### src/rtl/matvec_seq_if.sv
// Host command, memory read bus and FIFO/MAC control bundle for the matvec sequencer.
// master = sequencer side, slave = host/memory/datapath side.
interface matvec_seq_if #(
  parameter int DIM    = 8,
  parameter int DATA_W = 8,
  parameter int ADDR_W = 32
);
  logic                  start;
  logic                  abort;
  logic [ADDR_W-1:0]     base_addr;
  logic                  busy;
  logic                  done;
  logic                  mem_read;
  logic [ADDR_W-1:0]     mem_addr;
  logic                  mem_waitrequest;
  logic                  mem_readdatavalid;
  logic [DIM*DATA_W-1:0] mem_readdata;
  logic [DIM-1:0]        a_fifo_wr;
  logic                  b_fifo_wr;
  logic [DIM*DATA_W-1:0] fifo_wdata;
  logic                  mac_clr;
  logic                  mac_en;

  modport master (
    input  start, abort, base_addr, mem_waitrequest, mem_readdatavalid, mem_readdata,
    output busy, done, mem_read, mem_addr, a_fifo_wr, b_fifo_wr, fifo_wdata, mac_clr, mac_en
  );

  modport slave (
    output start, abort, base_addr, mem_waitrequest, mem_readdatavalid, mem_readdata,
    input  busy, done, mem_read, mem_addr, a_fifo_wr, b_fifo_wr, fifo_wdata, mac_clr, mac_en
  );
endinterface

### src/rtl/matvec_seq.sv
// Sequencer for the DIM x DIM matvec MAC array: clear, fetch DIM A rows + B word, run DIM MAC cycles.
// Zero-wait start-to-done is 1+(DIM+1)*3+DIM+MAC_LAT+1 cycles; waitrequest holds the request, one read in flight.
module matvec_seq #(
  parameter int DIM     = 8,
  parameter int DATA_W  = 8,
  parameter int ADDR_W  = 32,
  parameter int MAC_LAT = 2
) (
  input logic          clk,
  input logic          rst,
  matvec_seq_if.master bus
);
  localparam int WORD_W  = DIM * DATA_W;
  localparam int IDX_W   = $clog2(DIM + 1);
  localparam int CNT_MAX = (DIM > MAC_LAT) ? DIM : MAC_LAT;
  localparam int CNT_W   = $clog2(CNT_MAX + 1);
  localparam logic [IDX_W-1:0] IDX_B    = IDX_W'(DIM);
  localparam logic [CNT_W-1:0] MAC_LAST = CNT_W'(DIM - 1);
  localparam logic [CNT_W-1:0] LAT_LAST = CNT_W'(MAC_LAT - 1);
  localparam logic [DIM-1:0]   ROW0     = DIM'(1);

  typedef enum logic [2:0] {IDLE, CLR, REQ, RESP, MAC, DRAIN, DONE} state_t;

  state_t             state, state_n;
  logic [IDX_W-1:0]   idx, idx_n, idx_inc;
  logic [CNT_W-1:0]   cnt, cnt_n;
  logic [ADDR_W-1:0]  base, base_n;
  logic               wr_pend, wr_pend_n;
  logic               stale, stale_n;
  logic               busy_q, busy_n;
  logic               done_q, done_n;
  logic               mem_read_q, mem_read_n;
  logic [ADDR_W-1:0]  mem_addr_q, mem_addr_n;
  logic [DIM-1:0]     a_fifo_wr_q, a_fifo_wr_n;
  logic               b_fifo_wr_q, b_fifo_wr_n;
  logic [WORD_W-1:0]  fifo_wdata_q, fifo_wdata_n;
  logic               mac_clr_q, mac_clr_n;
  logic               mac_en_q, mac_en_n;

  assign idx_inc = idx + IDX_W'(1);

  always_comb begin
    state_n      = state;
    idx_n        = idx;
    cnt_n        = cnt;
    base_n       = base;
    wr_pend_n    = wr_pend;
    stale_n      = stale;
    busy_n       = busy_q;
    done_n       = 1'b0;
    mem_read_n   = mem_read_q;
    mem_addr_n   = mem_addr_q;
    a_fifo_wr_n  = '0;
    b_fifo_wr_n  = 1'b0;
    fifo_wdata_n = fifo_wdata_q;
    mac_clr_n    = 1'b0;
    mac_en_n     = mac_en_q;

    // A response owed to an aborted request is swallowed whenever it turns up.
    if (stale && bus.mem_readdatavalid) stale_n = 1'b0;

    case (state)
      IDLE: begin
        if (bus.start && !bus.abort) begin
          base_n    = bus.base_addr;
          busy_n    = 1'b1;
          mac_clr_n = 1'b1;
          state_n   = CLR;
        end
      end
      CLR: begin
        if (!stale) begin
          idx_n      = '0;
          mem_read_n = 1'b1;
          mem_addr_n = base;
          state_n    = REQ;
        end
      end
      REQ: begin
        if (!bus.mem_waitrequest) begin
          mem_read_n = 1'b0;
          state_n    = RESP;
        end
      end
      RESP: begin
        if (wr_pend) begin
          wr_pend_n = 1'b0;
          if (idx == IDX_B) begin
            mac_en_n = 1'b1;
            cnt_n    = '0;
            state_n  = MAC;
          end else begin
            idx_n      = idx_inc;
            mem_read_n = 1'b1;
            mem_addr_n = base + ADDR_W'(idx_inc);
            state_n    = REQ;
          end
        end else if (bus.mem_readdatavalid && !stale) begin
          wr_pend_n    = 1'b1;
          fifo_wdata_n = bus.mem_readdata;
          if (idx == IDX_B) b_fifo_wr_n = 1'b1;
          else              a_fifo_wr_n = ROW0 << idx;
        end
      end
      MAC: begin
        if (cnt == MAC_LAST) begin
          mac_en_n = 1'b0;
          cnt_n    = '0;
          state_n  = DRAIN;
        end else begin
          cnt_n = cnt + CNT_W'(1);
        end
      end
      DRAIN: begin
        if (cnt == LAT_LAST) begin
          done_n  = 1'b1;
          state_n = DONE;
        end else begin
          cnt_n = cnt + CNT_W'(1);
        end
      end
      DONE: begin
        busy_n  = 1'b0;
        state_n = IDLE;
      end
      default: state_n = IDLE;
    endcase

    if (bus.abort && state != IDLE) begin
      // Remember a request the memory accepted but has not yet answered.
      if ((state == REQ && !bus.mem_waitrequest) ||
          (state == RESP && !wr_pend && !bus.mem_readdatavalid))
        stale_n = 1'b1;
      state_n      = IDLE;
      idx_n        = '0;
      cnt_n        = '0;
      wr_pend_n    = 1'b0;
      busy_n       = 1'b0;
      done_n       = 1'b0;
      mem_read_n   = 1'b0;
      mem_addr_n   = '0;
      a_fifo_wr_n  = '0;
      b_fifo_wr_n  = 1'b0;
      fifo_wdata_n = '0;
      mac_clr_n    = 1'b1;
      mac_en_n     = 1'b0;
    end
  end

  always_ff @(posedge clk or posedge rst) begin
    if (rst) begin
      state        <= IDLE;
      idx          <= '0;
      cnt          <= '0;
      base         <= '0;
      wr_pend      <= 1'b0;
      stale        <= 1'b0;
      busy_q       <= 1'b0;
      done_q       <= 1'b0;
      mem_read_q   <= 1'b0;
      mem_addr_q   <= '0;
      a_fifo_wr_q  <= '0;
      b_fifo_wr_q  <= 1'b0;
      fifo_wdata_q <= '0;
      mac_clr_q    <= 1'b0;
      mac_en_q     <= 1'b0;
    end else begin
      state        <= state_n;
      idx          <= idx_n;
      cnt          <= cnt_n;
      base         <= base_n;
      wr_pend      <= wr_pend_n;
      stale        <= stale_n;
      busy_q       <= busy_n;
      done_q       <= done_n;
      mem_read_q   <= mem_read_n;
      mem_addr_q   <= mem_addr_n;
      a_fifo_wr_q  <= a_fifo_wr_n;
      b_fifo_wr_q  <= b_fifo_wr_n;
      fifo_wdata_q <= fifo_wdata_n;
      mac_clr_q    <= mac_clr_n;
      mac_en_q     <= mac_en_n;
    end
  end

  assign bus.busy       = busy_q;
  assign bus.done       = done_q;
  assign bus.mem_read   = mem_read_q;
  assign bus.mem_addr   = mem_addr_q;
  assign bus.a_fifo_wr  = a_fifo_wr_q;
  assign bus.b_fifo_wr  = b_fifo_wr_q;
  assign bus.fifo_wdata = fifo_wdata_q;
  assign bus.mac_clr    = mac_clr_q;
  assign bus.mac_en     = mac_en_q;

  a_wr_onehot: assert property (@(posedge clk) disable iff (rst)
    $onehot0({bus.a_fifo_wr, bus.b_fifo_wr}));
  a_req_hold: assert property (@(posedge clk) disable iff (rst)
    (bus.mem_read && bus.mem_waitrequest && !bus.abort) |=> (bus.mem_read && $stable(bus.mem_addr)));
  a_mac_busy: assert property (@(posedge clk) disable iff (rst)
    bus.mac_en |-> bus.busy);
endmodule

### src/flat_wrapper.sv
// flat-port wrapper written by rule: the top's interface ports become plain ports
module matvec_seq_flat 
#(
  parameter int DIM     = 8,
  parameter int DATA_W  = 8,
  parameter int ADDR_W  = 32,
  parameter int MAC_LAT = 2
)
  (clk, rst, bus_start, bus_abort, bus_base_addr, bus_mem_waitrequest, bus_mem_readdatavalid, bus_mem_readdata, bus_busy, bus_done, bus_mem_read, bus_mem_addr, bus_a_fifo_wr, bus_b_fifo_wr, bus_fifo_wdata, bus_mac_clr, bus_mac_en);
  matvec_seq_if #(.DIM(DIM), .DATA_W(DATA_W), .ADDR_W(ADDR_W)) bus_i ();
  input logic clk;
  input logic rst;
  input wire logic [$bits(bus_i.start)-1:0] bus_start;
  input wire logic [$bits(bus_i.abort)-1:0] bus_abort;
  input wire logic [$bits(bus_i.base_addr)-1:0] bus_base_addr;
  input wire logic [$bits(bus_i.mem_waitrequest)-1:0] bus_mem_waitrequest;
  input wire logic [$bits(bus_i.mem_readdatavalid)-1:0] bus_mem_readdatavalid;
  input wire logic [$bits(bus_i.mem_readdata)-1:0] bus_mem_readdata;
  output wire logic [$bits(bus_i.busy)-1:0] bus_busy;
  output wire logic [$bits(bus_i.done)-1:0] bus_done;
  output wire logic [$bits(bus_i.mem_read)-1:0] bus_mem_read;
  output wire logic [$bits(bus_i.mem_addr)-1:0] bus_mem_addr;
  output wire logic [$bits(bus_i.a_fifo_wr)-1:0] bus_a_fifo_wr;
  output wire logic [$bits(bus_i.b_fifo_wr)-1:0] bus_b_fifo_wr;
  output wire logic [$bits(bus_i.fifo_wdata)-1:0] bus_fifo_wdata;
  output wire logic [$bits(bus_i.mac_clr)-1:0] bus_mac_clr;
  output wire logic [$bits(bus_i.mac_en)-1:0] bus_mac_en;
  assign bus_i.start = bus_start;
  assign bus_i.abort = bus_abort;
  assign bus_i.base_addr = bus_base_addr;
  assign bus_i.mem_waitrequest = bus_mem_waitrequest;
  assign bus_i.mem_readdatavalid = bus_mem_readdatavalid;
  assign bus_i.mem_readdata = bus_mem_readdata;
  assign bus_busy = bus_i.busy;
  assign bus_done = bus_i.done;
  assign bus_mem_read = bus_i.mem_read;
  assign bus_mem_addr = bus_i.mem_addr;
  assign bus_a_fifo_wr = bus_i.a_fifo_wr;
  assign bus_b_fifo_wr = bus_i.b_fifo_wr;
  assign bus_fifo_wdata = bus_i.fifo_wdata;
  assign bus_mac_clr = bus_i.mac_clr;
  assign bus_mac_en = bus_i.mac_en;
  matvec_seq #(.DIM(DIM), .DATA_W(DATA_W), .ADDR_W(ADDR_W), .MAC_LAT(MAC_LAT)) u_core (.clk(clk), .rst(rst), .bus(bus_i));
endmodule
### config.mk
export PLATFORM = sky130hd
export DESIGN_NAME = matvec_seq_flat
export DESIGN_NICKNAME = d
export VERILOG_FILES = /design/src/rtl/matvec_seq_if.sv /design/src/rtl/matvec_seq.sv /design/src/flat_wrapper.sv
export SDC_FILE = /design/constraint.sdc
export NUM_CORES = 1
export LEC_CHECK = 0
export ABC_AREA = 1
export CELL_PAD_IN_SITES_DETAIL_PLACEMENT = 1
export CELL_PAD_IN_SITES_GLOBAL_PLACEMENT = 1
export CORE_AREA = 2 2 144 146
export DETAILED_ROUTE_END_ITERATION = 6
export DIE_AREA = 0 0 146 148
export PLACE_DENSITY = 0.9
export SLEW_MARGIN = 30
export SYNTH_ARGS = -nofsm -noshare
export SYNTH_HDL_FRONTEND = slang
export SYNTH_SLANG_ARGS = --single-unit
### constraint.sdc
create_clock -name clk -period 9.9 [get_ports clk]
set_input_delay 1.485 -clock clk [delete_from_list [all_inputs] [get_ports clk]]
set_output_delay 1.485 -clock clk [all_outputs]
set_load 0.01 [all_outputs]
==> metrics.cfg, run 1 <==
[outcome]
status = finished, final reports clean

[routing]
via_count = 7072
wl_met1_um = 10400
drc = 0
ant_nets = 0
wl_per_cell_um = 18.2
totalWireLength_um = 24900
drtPass1Iterations = 5
dr.first_iter.drc_count = 344
drt-vias-per-instance = 5.17
met3_length_um = 1260
route.met2.wl_um = 12600
routed.top_layer = met4

[logic_synthesis]
syn_avg_cell_area_um2 = 8.41
syn_area_um2 = 7490
synth_cell_types = 42
synth-edff-count = 0
ys_seq_elements = 155
yosysSeqAreaShare_pct = 51.8
async_flop_share_pct = 100
ys.flop_type = dfrtp_1
syn-num-nets = 1007
yosysWarnings = 0
syn_inst = 891

[placed_design]
dp_hpwl_um = 17500
gp_congestion = 0.842
io_buffers = 211
placed_area_um2 = 9730

[setup_path]
arrival_ns = 3.98
endpoint_kind = flip-flop
worstSetupPathType = primary input to flip-flop
cp_max_fo = 76
cp-start-kind = primary input
required_ns = 10.21

[clocking]
cts_tree = yes
htree_num_levels = 4
numCtsBuffers = 17
cts_buffer_depth = 2
cts_root_buf = clkbuf_16
clkSinkCount = 155
clock_latency_ns = 0.42
path_clk_slew_ns = 0.06
cts_resized = 0
post_cts_buffers = 0
ctsHoldBuffers = 0

[flow_run]
drv_cap = 0

[final_layout]
fillers = 2375
fin_nets = 1201
area_growth_pct = 37.8
drive_above_1_share_pct = 7.02
final_area_um2 = 10300
diodes = 0

[die]
fp.dieH_um = 148
pin_count = 212
core_region_area_um2 = 20000
die-area_um2 = 21600
row_count = 52
die_w_um = 146
initial_core_util_pct = 37.4

[sta]
worst_pin_slew_ns = 0.920
rsz0062_at_grt = false
slew_violations = 0
post-route-period-util_pct = 37.1
timing.fmax_mhz = 272
hold_viol = 0
min_period_ns = 3.68
finClkSkew_ns = 0.0123
slew_headroom_pct = 38.5
setup_tns_ns = 0
setup_violations = 0

[grt]
grt_overflow = 0
grt_max_degree = 84
grt_pass1_vias = 7551
antenna_found_initial = 0
grt_pass1_wl_um = 39800
track_usage_pct = 23.0

[power]
p_leak_uw = 0.00479
p_per_area_nw_per_um2 = 273
ir_drop_mv = 0.138

[hold_path]
hold_path_class = flip-flop to flip-flop

through the flow:
stage          setup WS [ns]  total power (uW)  std cells  hold WS (ns)  utilization, %
6_report                6.22              2830       1367         0.481            51.6
5_1_grt                 6.01              3000       1367         0.508            51.6
4_1_cts                 6.19              2850       1367         0.488            51.5
3_5_place_dp            5.79              2150       1336         0.471            48.5
3_3_place_gp            5.94              2090       1336         0.467            48.5
2_1_floorplan           4.24              1650        891         0.490               -
layer usage:
layer | up-vias | track usage, %
li1 | 3277 | -
met1 | 3509 | 27.9
met2 | 238 | 40.8
met3 | 48 | 4.69
met4 | 0 | 8.40
met5 | - | 0
flip-flops by register name (all words and copies together), names as in the netlist:
register               count
u_core.bus.a_fifo_wr       8
u_core.bus.mem_addr       32
u_core.cnt                 4
u_core.bus.done            1
u_core.bus.mem_read        1
u_core.bus.mac_en          1
u_core.bus.b_fifo_wr       1
u_core.base               32
u_core.idx                 4
u_core.stale               1
u_core.bus.mac_clr         1
u_core.bus.busy            1
u_core.state               3
u_core.wr_pend             1
u_core.bus.fifo_wdata     64
logic make-up (layout without fill, tap and decap cells):
logic type / count (synthesis) / count (layout) / synth area share, %
multiplexers: 11 / 11 / 1.65
AO/OA/AOI/OAI: 99 / 99 / 7.18
XOR/XNOR: 7 / 7 / 0.818
adder cells (fa/ha/maj): 14 / 14 / 2.44
AND/OR/NAND/NOR: 498 / 498 / 29.3
flip-flops: 155 / 155 / 51.8
buffers and inverters: 107 / 313 / 6.83
cell usage after synthesis, drive strengths merged, types with 2 or more instances:
master / n / area [um^2]
nor3: 16 / 90.1
ha: 13 / 163
a21oi: 60 / 300
xor2: 6 / 52.6
o21bai: 3 / 22.5
o21ai: 28 / 155
dfrtp: 155 / 3880
a22oi: 2 / 15.0
nand4: 12 / 90.1
inv: 68 / 263
nand2: 270 / 1060
buf: 35 / 234
o31ai: 2 / 15.0
mux2: 11 / 124
nor2: 74 / 310
clkbuf: 4 / 15.0
and2: 2 / 12.5
nor4: 2 / 12.5
nand3: 120 / 611
critical path: stages:
cell	delay, ns
clkdlybuf4s50_1	0.58
nand2_4	0.44
inv_2	0.73
nor2_4	0.11
nand2_1	0.13
nand2_2	0.08
nor2_2	0.20
inv_1	0.09
nand2_1	0.07
nand2_1	0.05
cell usage in the layout (no fill, tap or decap), types with 3 or more instances in the layout:
master             n
a21oi_1           60
bufinv_16          3
clkbuf_16         17
clkdlybuf4s50_1  211
dfrtp_1          155
ha_1              13
inv_1             59
inv_2              5
inv_6              3
mux2_2            11
nand2_1          260
nand2_2            6
nand2_4            4
nand3_1          118
nand4_1           11
nor2_1            69
nor2_4             4
nor3_1            14
o21ai_0           21
o21ai_1            3
o21ai_2            4
o21bai_1           3
xor2_1             6
report_power, final:
part	internal (uW)	switching [uW]	total (uW)
registers	841	163	1000
logic	478	668	1150
clock network	410	266	676
cell type report:
cell class	instances	area, um^2	share of cell area, %
inverters	68	270	2.62
repair buffers	214	2140	20.7
clock inverters	10	141	1.37
clock buffers	21	460	4.46
flip-flops and latches	155	3880	37.5
well taps	270	338	3.27
multi-input cells	629	3100	30.0
worst paths after layout:
| kind | start | end | slack [ns] | cells past startpoint |
|---|---|---|---|---|
| worst max-delay path | bus_abort | u_core.cnt[0] | 6.22 | 10 |
| worst min-delay path | u_core.bus.mem_addr[17] | u_core.bus.mem_addr[17] | 0.48 | 2 |
| worst max register to register | u_core.idx[0] | u_core.bus.mem_addr[28] | 6.87 | 13 |
| worst min register to register | u_core.bus.mem_addr[17] | u_core.bus.mem_addr[17] | 0.48 | 2 |
| max in group asynchronous | rst | u_core.bus.done | 7.14 | 3 |
| min in group asynchronous | rst | u_core.bus.mem_addr[14] | 1.56 | 2 |
Note: power is estimated with default switching activity, not from simulation.
==> run 2, diff against run 1 <==
--- a/config.mk
+++ b/config.mk
@@ -8,10 +8,10 @@
 export ABC_AREA = 1
 export CELL_PAD_IN_SITES_DETAIL_PLACEMENT = 1
 export CELL_PAD_IN_SITES_GLOBAL_PLACEMENT = 1
-export CORE_AREA = 2 2 144 146
+export CORE_AREA = 2 2 150 152
 export DETAILED_ROUTE_END_ITERATION = 6
-export DIE_AREA = 0 0 146 148
-export PLACE_DENSITY = 0.9
+export DIE_AREA = 0 0 152 154
+export PLACE_DENSITY = 0.84
 export SLEW_MARGIN = 30
 export SYNTH_ARGS = -nofsm -noshare
 export SYNTH_HDL_FRONTEND = slang
==> constraint.sdc (replaced) <==
create_clock -name clk -period 3.7 [get_ports clk]
set_input_delay 0.555 -clock clk [delete_from_list [all_inputs] [get_ports clk]]
set_output_delay 0.555 -clock clk [all_outputs]
set_load 0.01 [all_outputs]
==> run 2 against run 1 <==
  * Register-to-register slack got worse by 5.8 ns
  * Utilization decreased by 3.6 points
  * Final area increased by 0.63%
  * Routed wire length shrank 2.1%
  * Critical path depth increased by 1
  * Global-route usage down 2.0 points
  * Power rose to 2.7 times the previous value
  * Largest cell class unchanged
  * Critical path type is now flip-flop to flip-flop
  * Clock power grew to 2.7 times the previous value
  * Sequential cell count unchanged
  * Combinational power grew to 2.7 times the previous value
  * Sequential power rose to 2.7 times the previous value
==> metrics.cfg, run 2 (same netlist as run 1, synthesis figures left out) <==
[routing]
drc = 0  ; unchanged
dr.first_iter.drc_count = 266  ; -23%
wl_per_cell_um = 17.6  ; -3.1%
drt-vias-per-instance = 5.04  ; -2.6%
drtPass1Iterations = 5  ; unchanged
via_count = 6959  ; -1.6%
ant_nets = 0  ; unchanged
totalWireLength_um = 24300  ; -2.1%

[setup_path]
r2r_slack_ns = 1.12  ; -5.75 ns
r2r-end = u_core.bus.mem_addr[15]
worstSetupPathType = flip-flop to flip-flop
crit_end = u_core.bus.mem_addr[15]
rr_startpoint = u_core.idx[0]
cp-start-kind = flip-flop
r2r_cells = 11  ; -2
critPathSlowestCell = a21oi_1
path_cells = ha_1 -> ha_1 -> inv_1 -> ha_1 -> nand2_1 -> nand3_1 -> nand2_1 -> a21oi_1 -> nand3_1 -> nand3_1 -> nand2_1
cp_max_fo = 6  ; -92%
endpoint_kind = flip-flop
slowest_delay_ns = 0.46  ; -0.27 ns
required_ns = 4.01  ; -6.20 ns
cp_top_family = adder cells
cp.depth = 11  ; +1
arrival_ns = 2.89  ; -1.09 ns
path_buf_inv = 1  ; -2
crit_path_start = u_core.idx[0]

[sta]
slew_headroom_pct = 43.2  ; +4.8 points
rsz0062_at_grt = false
setup_violations = 0  ; unchanged
worst_pin_slew_ns = 0.851  ; -0.0683 ns
post-route-period-util_pct = 69.8
finClkSkew_ns = 0.00886  ; -0.00342 ns
hold_viol = 0  ; unchanged
min_period_ns = 2.58
slew_violations = 0  ; unchanged
setup_tns_ns = 0  ; unchanged
timing.fmax_mhz = 387

[clocking]
cts_buffer_depth = 2  ; unchanged
cts_tree = yes
clkSinkCount = 155  ; unchanged
post_cts_buffers = 0  ; unchanged
numCtsBuffers = 17  ; unchanged
clock_latency_ns = 0.42  ; about the same
cts_resized = 0  ; unchanged
ctsHoldBuffers = 0  ; unchanged
htree_num_levels = 4  ; unchanged
cts_root_buf = clkbuf_16
path_clk_slew_ns = 0.06  ; about the same

[hold_path]
hold_path_class = flip-flop to flip-flop
min-delay-start = u_core.bus.mem_addr[17]

[final_layout]
area_growth_pct = 38.7
largest_reg_flops = 64  ; unchanged
drive_above_1_share_pct = 7.36  ; +0.34 points
fin_nets = 1205  ; +0.33%
final_common_cell = nand2_1
fillers = 2572  ; +8.3%
diodes = 0  ; unchanged
mostFrequentLayoutCells = nand2_1 (260), clkdlybuf4s50_1 (211), dfrtp_1 (155), nand3_1 (118), nor2_1 (69)
final_util_pct = 47.9  ; -3.6 points

[grt]
grt_use_met3_pct = 3.86  ; -0.83 points
busiest_layer = met2
use_met2_pct = 36.5  ; -4.3 points
grt_overflow = 0  ; unchanged
track_usage_pct = 21.0  ; -2.0 points
grt_pass1_wl_um = 39600  ; -0.43%
grt_max_degree = 156  ; +86%
antenna_found_initial = 0  ; unchanged
met1_usage_pct = 27.1  ; -0.73 points
grt_pass1_vias = 7359  ; -2.5%

[die]
die_w_um = 152  ; +4.1%
row_count = 54  ; +3.8%
initial_core_util_pct = 34.6  ; -2.8 points
fp.dieH_um = 154  ; +4.1%
pin_count = 212  ; unchanged
core_region_area_um2 = 21700  ; +8.2%
die-area_um2 = 23400  ; +8.3%

[placed_design]
io_buffers = 211  ; unchanged
gp_congestion = 0.856  ; +1.7%
dp_hpwl_um = 17600  ; +0.31%

[outcome]
status = finished, final reports clean

[flow_run]
drv_cap = 0  ; unchanged

[power]
p_per_area_nw_per_um2 = 729  ; +170%
p_leak_uw = 0.00481  ; +0.44%
ir_drop_mv = 0.297  ; +120%

==> run 2: routing by layer <==
metal  up-vias  share of wire (%)
met2       225                 50
li1       3295                  -
met3        28                4.9
met5         -                  0
met1      3411                 44
met4         0                1.3
==> run 2: worst min path at each step <==
stage                              end  slack, ns  cells past startpoint
2_1_floorplan             u_core.stale       0.49                      2
3_3_place_gp    u_core.bus.mem_addr[3]       0.47                      2
3_5_place_dp   u_core.bus.mem_addr[17]       0.47                      2
4_1_cts        u_core.bus.mem_addr[17]       0.49                      2
5_1_grt         u_core.bus.mem_addr[0]       0.52                      2
6_report       u_core.bus.mem_addr[17]       0.48                      2
==> run 2: area by class of cell <==
type / instances / area, um^2 / share of cell area [%]
Clock buffer: 22 / 474 / 4.56
Tap cell: 280 / 350 / 3.37
Clock inverter: 9 / 138 / 1.32
Sequential cell: 155 / 3880 / 37.3
Inverter: 68 / 269 / 2.59
Multi-Input combinational cell: 629 / 3110 / 29.9
Timing Repair Buffer: 218 / 2180 / 20.9
==> run 2: worst register-to-register path: stages (launching register included) <==
cell and delay, ns:
dfrtp_1 0.41, ha_1 0.23, ha_1 0.28, inv_1 0.06
ha_1 0.35, nand2_1 0.09, nand3_1 0.14, nand2_1 0.10
a21oi_1 0.46, nand3_1 0.16, nand3_1 0.13, nand2_1 0.06
==> run 2: report_power, final <==
group	internal, uW	leakage (uW)	switching [uW]	total [uW]
Combinational	1290	0.00251	1760	3060
Clock	1120	0.000285	721	1840
Sequential	2250	0.00202	439	2690
Total	4660	0.00481	2920	7580
==> run 2: stage by stage <==
stage	power [uW]	cell area, um^2	hold WS, ns	worst slack, ns	instances
after floorplan	4420	7500	0.490	1.19	891
after global placement	5660	9780	0.466	1.14	1350
after detailed placement	5800	9780	0.472	1.08	1350
after CTS	7660	10400	0.488	1.10	1381
after global routing	8090	10400	0.518	0.948	1381
final	7580	10400	0.482	1.12	1381
==> run 3, diff against run 2 <==
==> constraint.sdc (replaced) <==
create_clock -name clk -period 2.5 [get_ports clk]
set_input_delay 0.375 -clock clk [delete_from_list [all_inputs] [get_ports clk]]
set_output_delay 0.375 -clock clk [all_outputs]
set_load 0.01 [all_outputs]
==> run 3 against run 2 <==
  * Clock power grew 42%
  * Critical path depth grew 1
  * Utilization grew 0.93 points
  * Sequential share of layout area shrank 0.71 points
  * Fmax grew 7.0%
  * Sequential cell count is the same
  * Setup slack lost 1.0 ns
  * Register-to-register slack lost 1.0 ns
  * Cell count grew 1.2%
  * Clock skew grew 0.00075 ns
  * Final area grew 1.9%
  * Critical endpoint is now u_core.bus.mem_addr[3]
  * Largest cell class unchanged
  * Largest power group unchanged
==> metrics.cfg, run 3 (same netlist as run 1, synthesis figures left out) <==
[outcome]
status = finished, final reports clean

[setup_path]
critPathMostFrequentCell = nand2_1
cp-start-kind = flip-flop
cp_top_family = adder cells
required_ns = 2.81  ; -1.20 ns
cp_max_fo = 4  ; -2
r2r_slack_ns = 0.09  ; -1.03 ns
worstSetupPathType = flip-flop to flip-flop
arrival_ns = 2.73  ; -0.16 ns
path_cells = ha_2 -> ha_1 -> inv_1 -> ha_1 -> buf_4 -> nand2_1 -> nand3_1 -> or2_2 -> nand3_1 -> o21ai_0 -> nand2_1 -> nand2_1
path_buf_inv = 2  ; +1
slowest_delay_ns = 0.42  ; -0.04 ns
endpoint_kind = flip-flop
critPathSlowestCell = dfrtp_1

[routing]
drt-vias-per-instance = 5.01  ; -0.49%
totalWireLength_um = 24800  ; +2.0%
drc = 0  ; unchanged
via_count = 7005  ; +0.66%
dr.first_iter.drc_count = 262  ; -1.5%
wl_per_cell_um = 17.8  ; +0.82%
drtPass1Iterations = 4  ; -1
ant_nets = 0  ; unchanged

[final_layout]
mostFrequentLayoutCells = nand2_1 (256), clkdlybuf4s50_1 (211), dfrtp_1 (155), nand3_1 (118), nor2_1 (66)
final_util_pct = 48.9  ; +0.93 points
diodes = 0  ; unchanged
final-seq-area_um2 = 3880  ; unchanged
final_common_cell = nand2_1
fin_nets = 1220  ; +1.2%
largest_reg_flops = 64  ; unchanged
area_growth_pct = 41.4
multiInputGateArea_um2 = 3140  ; +1.0%
drive_above_1_share_pct = 9.76  ; +2.4 points
fillers = 2581  ; +0.35%
fin_cells = 1397  ; +1.2%

[die]
pin_count = 212  ; unchanged
fp.dieH_um = 154  ; unchanged
die_w_um = 152  ; unchanged
core_region_area_um2 = 21700  ; unchanged
initial_core_util_pct = 34.6  ; unchanged
row_count = 54  ; unchanged
die-area_um2 = 23400  ; unchanged

[clocking]
cts_buffer_depth = 2  ; unchanged
clock_latency_ns = 0.42  ; about the same
cts_tree = yes
htree_num_levels = 4  ; unchanged
clkSinkCount = 155  ; unchanged
cts_root_buf = clkbuf_16
numCtsBuffers = 17  ; unchanged
path_clk_slew_ns = 0.07  ; about the same

[power]
ir_drop_mv = 0.452  ; +52%
p_per_area_nw_per_um2 = 1070  ; +46%
p_leak_uw = 0.00491  ; +2.0%

[sta]
rsz0062_at_grt = false
setup_violations = 0  ; unchanged
worst_pin_slew_ns = 0.599  ; -0.252 ns
post-route-period-util_pct = 96.6  ; +27 points
setup_tns_ns = 0  ; unchanged
finClkSkew_ns = 0.00962  ; +0.000754 ns
slew_headroom_pct = 60.1  ; +17 points
slew_violations = 0  ; unchanged
min_period_ns = 2.41  ; -0.169 ns
hold_viol = 0  ; unchanged
timing.fmax_mhz = 414  ; +7.0%

[placed_design]
dp.cells = 1359  ; +0.67%
gp_congestion = 0.854  ; -0.30%
io_buffers = 211  ; unchanged
dp_hpwl_um = 17600  ; +0.26%

[grt]
grt_overflow = 0  ; unchanged
grt_pass1_vias = 7384  ; +0.34%
grt_pass1_wl_um = 39600  ; about the same
grt_max_degree = 99  ; -37%
track_usage_pct = 21.0  ; about the same
antenna_found_initial = 0  ; unchanged

[flow_run]
drv_cap = 0  ; unchanged

[hold_path]
hold_path_class = primary input to asynchronous set/reset pin

run 3: cell types whose count changed in the layout (fill, tap and decap cells not counted), moves of 3 or more:
| cell | delta |
|---|---|
| buf_12 | +6 |
| clkinv_4 | +3 |
| buf_4 | +7 |
| inv_8 | +3 |
| nor2_1 | -3 |
| nand2_2 | +5 |
| nand2_1 | -4 |
run 3: stage by stage:
step	hold WS, ns	total power, uW	worst slack [ns]	cell area, um^2
after CTS	0.408	11400	0.0186	10500
after floorplan	0.479	6530	0.166	7500
after detailed placement	0.472	8700	0.0451	9920
final	0.398	11300	0.0859	10600
after global placement	0.467	8530	0.176	9920
after global routing	0.428	12100	0.000000666	10600
run 3: worst paths after layout:
kind                                    startpoint                        end  cells past startpoint
hold / removal                                 rst  u_core.bus.fifo_wdata[50]                      3
max in group asynchronous                      rst            u_core.state[2]                      3
min in group clk           u_core.bus.mem_addr[30]    u_core.bus.mem_addr[30]                      2
setup reg to reg                     u_core.idx[0]     u_core.bus.mem_addr[3]                     12
hold reg to reg            u_core.bus.mem_addr[30]    u_core.bus.mem_addr[30]                      2
setup / recovery                     u_core.idx[0]     u_core.bus.mem_addr[3]                     12
run 3: where the power goes:
part | total, uW | internal [uW] | switching (uW)
Clock | 2620 | 1440 | 1180
Combinational | 4700 | 2030 | 2660
Sequential | 4000 | 3330 | 671
Total | 11300 | 6800 | 4510
run 3: worst min-delay path: stages:
cell	delay [ns]
clkdlybuf4s50_1	0.44
clkinvlp_4	0.12
buf_12	0.27
run 3: layer usage:
layer / share of wire [%] / vias to the layer above / wire, um / track usage (%)
met3: 4.6 / 27 / 1140 / 3.66
li1: - / 3324 / - / -
met5: 0 / - / 0 / 0
met2: 50 / 213 / 12400 / 37.5
met4: 1.2 / 0 / 308 / 4.76
met1: 44 / 3441 / 11000 / 26.6
run 3: cell type report:
class / instances / area share [%]
Sequential cell: 155 / 36.6
Multi-Input combinational cell: 629 / 29.6
Timing Repair Buffer: 233 / 22.3
Clock buffer: 18 / 4.14
Tap cell: 280 / 3.31
Inverter: 68 / 2.51
Clock inverter: 14 / 1.48
run 3: what timing repair did:
action                     4_1_cts  5_1_grt
setup endpoints to repair        2       22
setup buffers                    0        5
gates resized for setup          3       10
cloned                           0        1
hold buffers                     0        0
pin swaps                        0        2
==> edit 1 (config.mk and constraints of run 2) <==
`MAC_LAT` is set to 2 in 2 places; all go to 1.
--- a/src/rtl/matvec_seq.sv
+++ b/src/rtl/matvec_seq.sv
@@ -6,3 +6,3 @@
   parameter int ADDR_W  = 32,
-  parameter int MAC_LAT = 2
+  parameter int MAC_LAT = 1
 ) (
--- a/src/flat_wrapper.sv
+++ b/src/flat_wrapper.sv
@@ -6,3 +6,3 @@
   parameter int ADDR_W  = 32,
-  parameter int MAC_LAT = 2
+  parameter int MAC_LAT = 1
 )
Behaviour: no difference found for any inputs over 4 cycles, from zero or initial values and one cycle with rst high; that may be too few to reach the edited logic, so the function may still have changed.
==> edit 1 against run 2 <==
- synthesized area grew 1.8%
- worst setup slack lost 210 ps
- final area grew 0.96%
- power shrank 0.22%
- sequential share of layout area shrank 0.36 points
- core utilization grew 0.46 points
- sequential cell count is the same
- cell count grew 0.80%
- routed wire length shrank 0.38%
==> edit 1: results (changes against run 2) <==
[run_status]
status = finished clean

[pwr]
vdd_drop_max_mv = 0.3281  ; +10%
seq_power_share_pct = 36.0  ; +0.5 points
switching_power_mw = 3.022  ; +3.4%
leakagePower_nw = 4.933  ; +2.6%

[worst_setup_path]
crit_path_max_fanout = 7  ; +1
rrSetupSlack_ps = 900  ; -210 ps
r2r-start = u_core.idx[0]
r2r_cells = 11  ; unchanged
timing.rr.end = u_core.bus.mem_addr[31]

[placed_design]
portBuffers = 211  ; unchanged
place.gp.congestion = 0.8230  ; -3.9%
place_hpwl_mm = 17.54  ; -0.35%
detailedPlace.worstSlack_ps = 917.5  ; -164.4 ps
dpl_cell_area_sq_mm = 0.009952  ; +1.8%

[drt]
wl_per_cell_microns = 17.42  ; -1.2%
first_pass_iters = 4  ; -1
vias = 7029  ; +1.0%
drtAntennaViolNets = 0  ; unchanged
drtIter0Drc = 303  ; +14%
drcViolationCount = 0  ; unchanged

[min_path]
holdPathEnd = u_core.bus.mem_addr[25]
min-delay-start = u_core.bus.mem_addr[25]
hold_depth = 2  ; unchanged

[sta]
holdWs_ps = 480.5  ; -1.721 ps
max-slew-margin-rel_pct = 41.02  ; -2.2 points
finClkSkew_ps = 19.66  ; +10.80 ps

[clocking]
post_cts_resized = 0  ; unchanged
postCtsSetupBuffers = 0  ; unchanged
root_buffer = clkbuf_16
clk_latency_ps = 430
cts_made_buffers = 17  ; unchanged
htree_levels = 4  ; unchanged
cts.clk_slew.worst_paths_ps = 60  ; about the same
clock_path_buffers = 2  ; unchanged

[global_routing]
grt_pass1_vias = 7593  ; +3.2%
grt_start_max_net_pins = 78  ; -50%
grt_pass1_wl_mm = 39.83  ; +0.56%
antenna_found_initial = 0  ; unchanged
grt_usage_pct = 21.13  ; +0.13 points

[final_layout]
nets = 1217  ; +1.0%
largest_reg_flops = 64  ; unchanged
layout-drive-gt1-share_pct = 8.094  ; +0.74 points
n_fill_cell = 2520  ; -2.0%
diodes = 0  ; unchanged

[synthesis]
async_flop_share_pct = 100.0  ; unchanged
ys_types = 40  ; -4.8%
seq_area_frac_synth_pct = 50.85  ; -0.90 points
yosys-top-cells-area = dfrtp_1 51%, nand2_1 11%, nand3_1 11%, nor2_1 3.4%, inv_1 3.2%
synth_fp_nets = 1022  ; +1.5%
synthTopCellsByCount = 231 x nand2_1, 171 x nand3_1, 155 x dfrtp_1
ys_warn_count = 0  ; unchanged

[job]
max_cap_viol_count = 0  ; unchanged

## edit 1: layer usage
layer / routed length, microns / up-vias / track usage (%) / part of all wire, %
li1: - / 3359 / - / -
met2: 11750 / 195 / 35.41 / 48
met1: 10200 / 3451 / 25.09 / 42
met4: 378 / 0 / 7.032 / 1.6
met3: 1913 / 24 / 7.948 / 7.9
met5: 0 / - / 0 / 0
## edit 1: worst max-delay path by stage
stage / startpoint / endpoint / slack (ps) / cells past startpoint
detailed placement: u_core.idx[0] / u_core.bus.mem_addr[31] / 920 / 11
global placement: u_core.idx[0] / u_core.bus.mem_addr[31] / 1060 / 11
global route: u_core.idx[0] / u_core.bus.mem_addr[31] / 730 / 11
CTS: u_core.idx[0] / u_core.bus.mem_addr[31] / 880 / 11
floorplan: rst / u_core.base[0] / 1190 / 1
finish: u_core.idx[0] / u_core.bus.mem_addr[31] / 900 / 11
## edit 1: kinds of logic (layout without fill, tap and decap cells)
group           Yosys count  after routing  synth area share [%]
xor+xnor                  6              6                0.6890
mux                      10             10                 1.476
buf+inv                 115            321                 6.791
fa+ha+maj                14             14                 2.395
compound gates           71             71                 5.217
simple gates            535            535                 32.58
flops                   155            155                 50.85
## edit 1: through the flow
stage | instances | total power, mW
after floorplan | 906 | 4.513
after global placement | 1362 | 5.813
after detailed placement | 1362 | 5.939
after CTS | 1392 | 7.651
after global routing | 1392 | 8.102
final | 1392 | 7.565
## edit 1: power groups by stage
stage / Sequential (mW) / Clock (mW) / Combinational, mW
after floorplan: 2.79 / 0 / 1.72
after global placement: 2.72 / 0 / 3.10
after detailed placement: 2.73 / 0 / 3.20
after CTS: 2.72 / 1.70 / 3.23
after global routing: 2.80 / 1.76 / 3.54
final: 2.72 / 1.66 / 3.18
## edit 1: critical path, stage by stage (launching register included)
cell and delay [ps]:
dfrtp_1 420, ha_1 250, ha_1 280, inv_1 60, ha_1 320, inv_1 60
nand2_1 130, nand3_1 120, a21oi_1 640, nand4_1 230, nand3_2 140, nand2_1 50
## edit 1: final cells by class
class	count	area [sq um]	share of cell area (%)
Clock buffer	20	446.7	4.256
Multi-Input combinational cell	636	3243	30.90
Tap cell	280	350.3	3.338
Sequential cell	155	3879	36.95
Clock inverter	10	97.59	0.9298
Timing Repair Buffer	220	2205	21.00
Inverter	71	275.3	2.622
==> edit 2 (settings of run 2) <==
Without the edit above. The 7 states of `state_t` get a one-hot encoding in 7 bits.
--- a/src/rtl/matvec_seq.sv
+++ b/src/rtl/matvec_seq.sv
@@ -21,3 +21,3 @@
 
-  typedef enum logic [2:0] {IDLE, CLR, REQ, RESP, MAC, DRAIN, DONE} state_t;
+  typedef enum logic [6:0] {IDLE = 7'b0000001, CLR = 7'b0000010, REQ = 7'b0000100, RESP = 7'b0001000, MAC = 7'b0010000, DRAIN = 7'b0100000, DONE = 7'b1000000} state_t;
 
Check against the original RTL: same outputs for any inputs over 4 cycles, from zero or initial values and one cycle with rst high; so few cycles prove little.
==> edit 2 against run 2 <==
- via count grew 2.9%
- synthesized area up 5.2%
- worst setup slack got worse by 100 ps
- final area rose by 4.4%
- power fell by 13%
- maximum frequency fell by 3.8%
- sequential cell count is 4 higher
- routed wire length up 0.41%
- critical path type unchanged
==> edit 2: results (changes against run 2) <==
[run_status]
status = finished clean

[drt]
wl_met1_mm = 10.93  ; +2.4%
first_pass_iters = 4  ; -1
dr_wl_met2_mm = 12.10  ; -0.55%
wl_per_cell_microns = 16.81  ; -4.6%
drtIter0Drc = 267  ; +0.38%
via_per_inst = 4.925  ; -2.3%
finalWirelength_mm = 24.44  ; +0.41%
met3_length_mm = 1.038  ; -12%

[min_path]
holdPathEnd = u_core.bus.mem_addr[19]
min-delay-start = u_core.bus.mem_addr[19]

[global_routing]
grt_pass1_vias = 7728  ; +5.0%
grt_start_max_net_pins = 160  ; +2.6%
use_met2_pct = 37.15  ; +0.64 points
use_met3_pct = 4.228  ; +0.37 points
met1_usage_pct = 26.82  ; -0.32 points
grt_usage_pct = 21.32  ; +0.32 points

[final_layout]
n_fill_cell = 2608  ; +1.4%
syn_to_final_growth_pct = 37.66
layout-drive-gt1-share_pct = 7.666  ; +0.31 points
nets = 1277  ; +6.0%

[worst_setup_path]
r2r_cells = 13  ; +2
worstPathArrival_ps = 2990  ; +100 ps
timing.rr.end = u_core.bus.mem_addr[21]
crit_slowest_cell = a21oi_1

[sta]
holdWs_ps = 480.4  ; -1.818 ps
finClkSkew_ps = 11.49  ; +2.627 ps
worst_pin_slew_ps = 902.1  ; +50.69 ps

[placed_design]
portBuffers = 211  ; unchanged
place_hpwl_mm = 17.79  ; +1.1%
detailedPlace.worstSlack_ps = 867.5  ; -214.4 ps
dpl_cell_area_sq_mm = 0.01023  ; +4.6%

[synthesis]
synth_fp_nets = 1077  ; +7.0%
synth_compound_area_share_pct = 8.732  ; +1.6 points
seq_area_frac_synth_pct = 50.50  ; -1.3 points
synthTopCellsByCount = 226 x nand2_1, 158 x dfrtp_1, 121 x inv_1
syn_inst = 961  ; +7.9%
ys_types = 37  ; -12%
yosys-top-cells-area = dfrtp_1 50%, nand2_1 11%, nand3_1 6.4%, inv_1 5.8%, o21ai_0 4.8%

[pwr]
leakagePower_nw = 4.814  ; about the same
vdd_drop_max_mv = 0.3112  ; +4.6%
switching_share_pct = 37.06  ; -1.5 points

## edit 2: cell types whose count changed in the layout (fill, tap and decap cells not counted), moves of 5 or more
cell | run 2 | this run
inv_1 | 59 | 120
o21ai_0 | 21 | 76
a21oi_1 | 60 | 20
nand2_1 | 260 | 225
o21ai_1 | 3 | 27
nand3_1 | 118 | 101
nor2_1 | 69 | 81
mux2_2 | 11 | 18
nand3b_1 | 1 | 7
xor2_1 | 6 | 12
nor2_2 | 1 | 6
nor3_1 | 14 | 9
## edit 2: power by group through the flow
stage | sequential (mW) | combinational (mW) | clock, mW
2_1_floorplan | 2.47 | 1.38 | 0
3_3_place_gp | 2.49 | 2.23 | 0
3_5_place_dp | 2.50 | 2.31 | 0
4_1_cts | 2.48 | 2.32 | 1.88
5_1_grt | 2.53 | 2.57 | 1.96
6_report | 2.48 | 2.29 | 1.84
## edit 2: worst max path at each step
stage,endpoint,cells past startpoint
floorplan,u_core.base[0],1
global placement,u_core.bus.mem_addr[3],5
detailed placement,u_core.bus.mem_addr[15],6
CTS,u_core.bus.mem_addr[21],13
global route,u_core.bus.mem_addr[19],13
finish,u_core.bus.mem_addr[21],13
## edit 2: logic make-up after synthesis
kind of cell | Yosys count
compound gates | 132
xor+xnor | 15
fa+ha+maj | 14
buf+inv | 165
flops | 159
mux | 18
simple gates | 458
## edit 2: worst register-to-register path, cell delays in order, from the launching register on
cell	delay (ps)
dfrtp_1	430
ha_1	240
ha_1	270
inv_1	50
ha_1	390
nand2_1	100
nand3_1	170
nand2_1	90
a21oi_1	440
nand2_1	120
nand2_1	90
nand2_1	70
nand2_1	70
nand2_1	50
## edit 2: layout make-up
type	count	area share (%)
clock buffer	23	4.405
clock inverter	9	1.222
sequential	159	36.69
multi-input combinational	637	29.94
tap	280	3.229
timing repair buffer	217	20.00
inverter	129	4.521
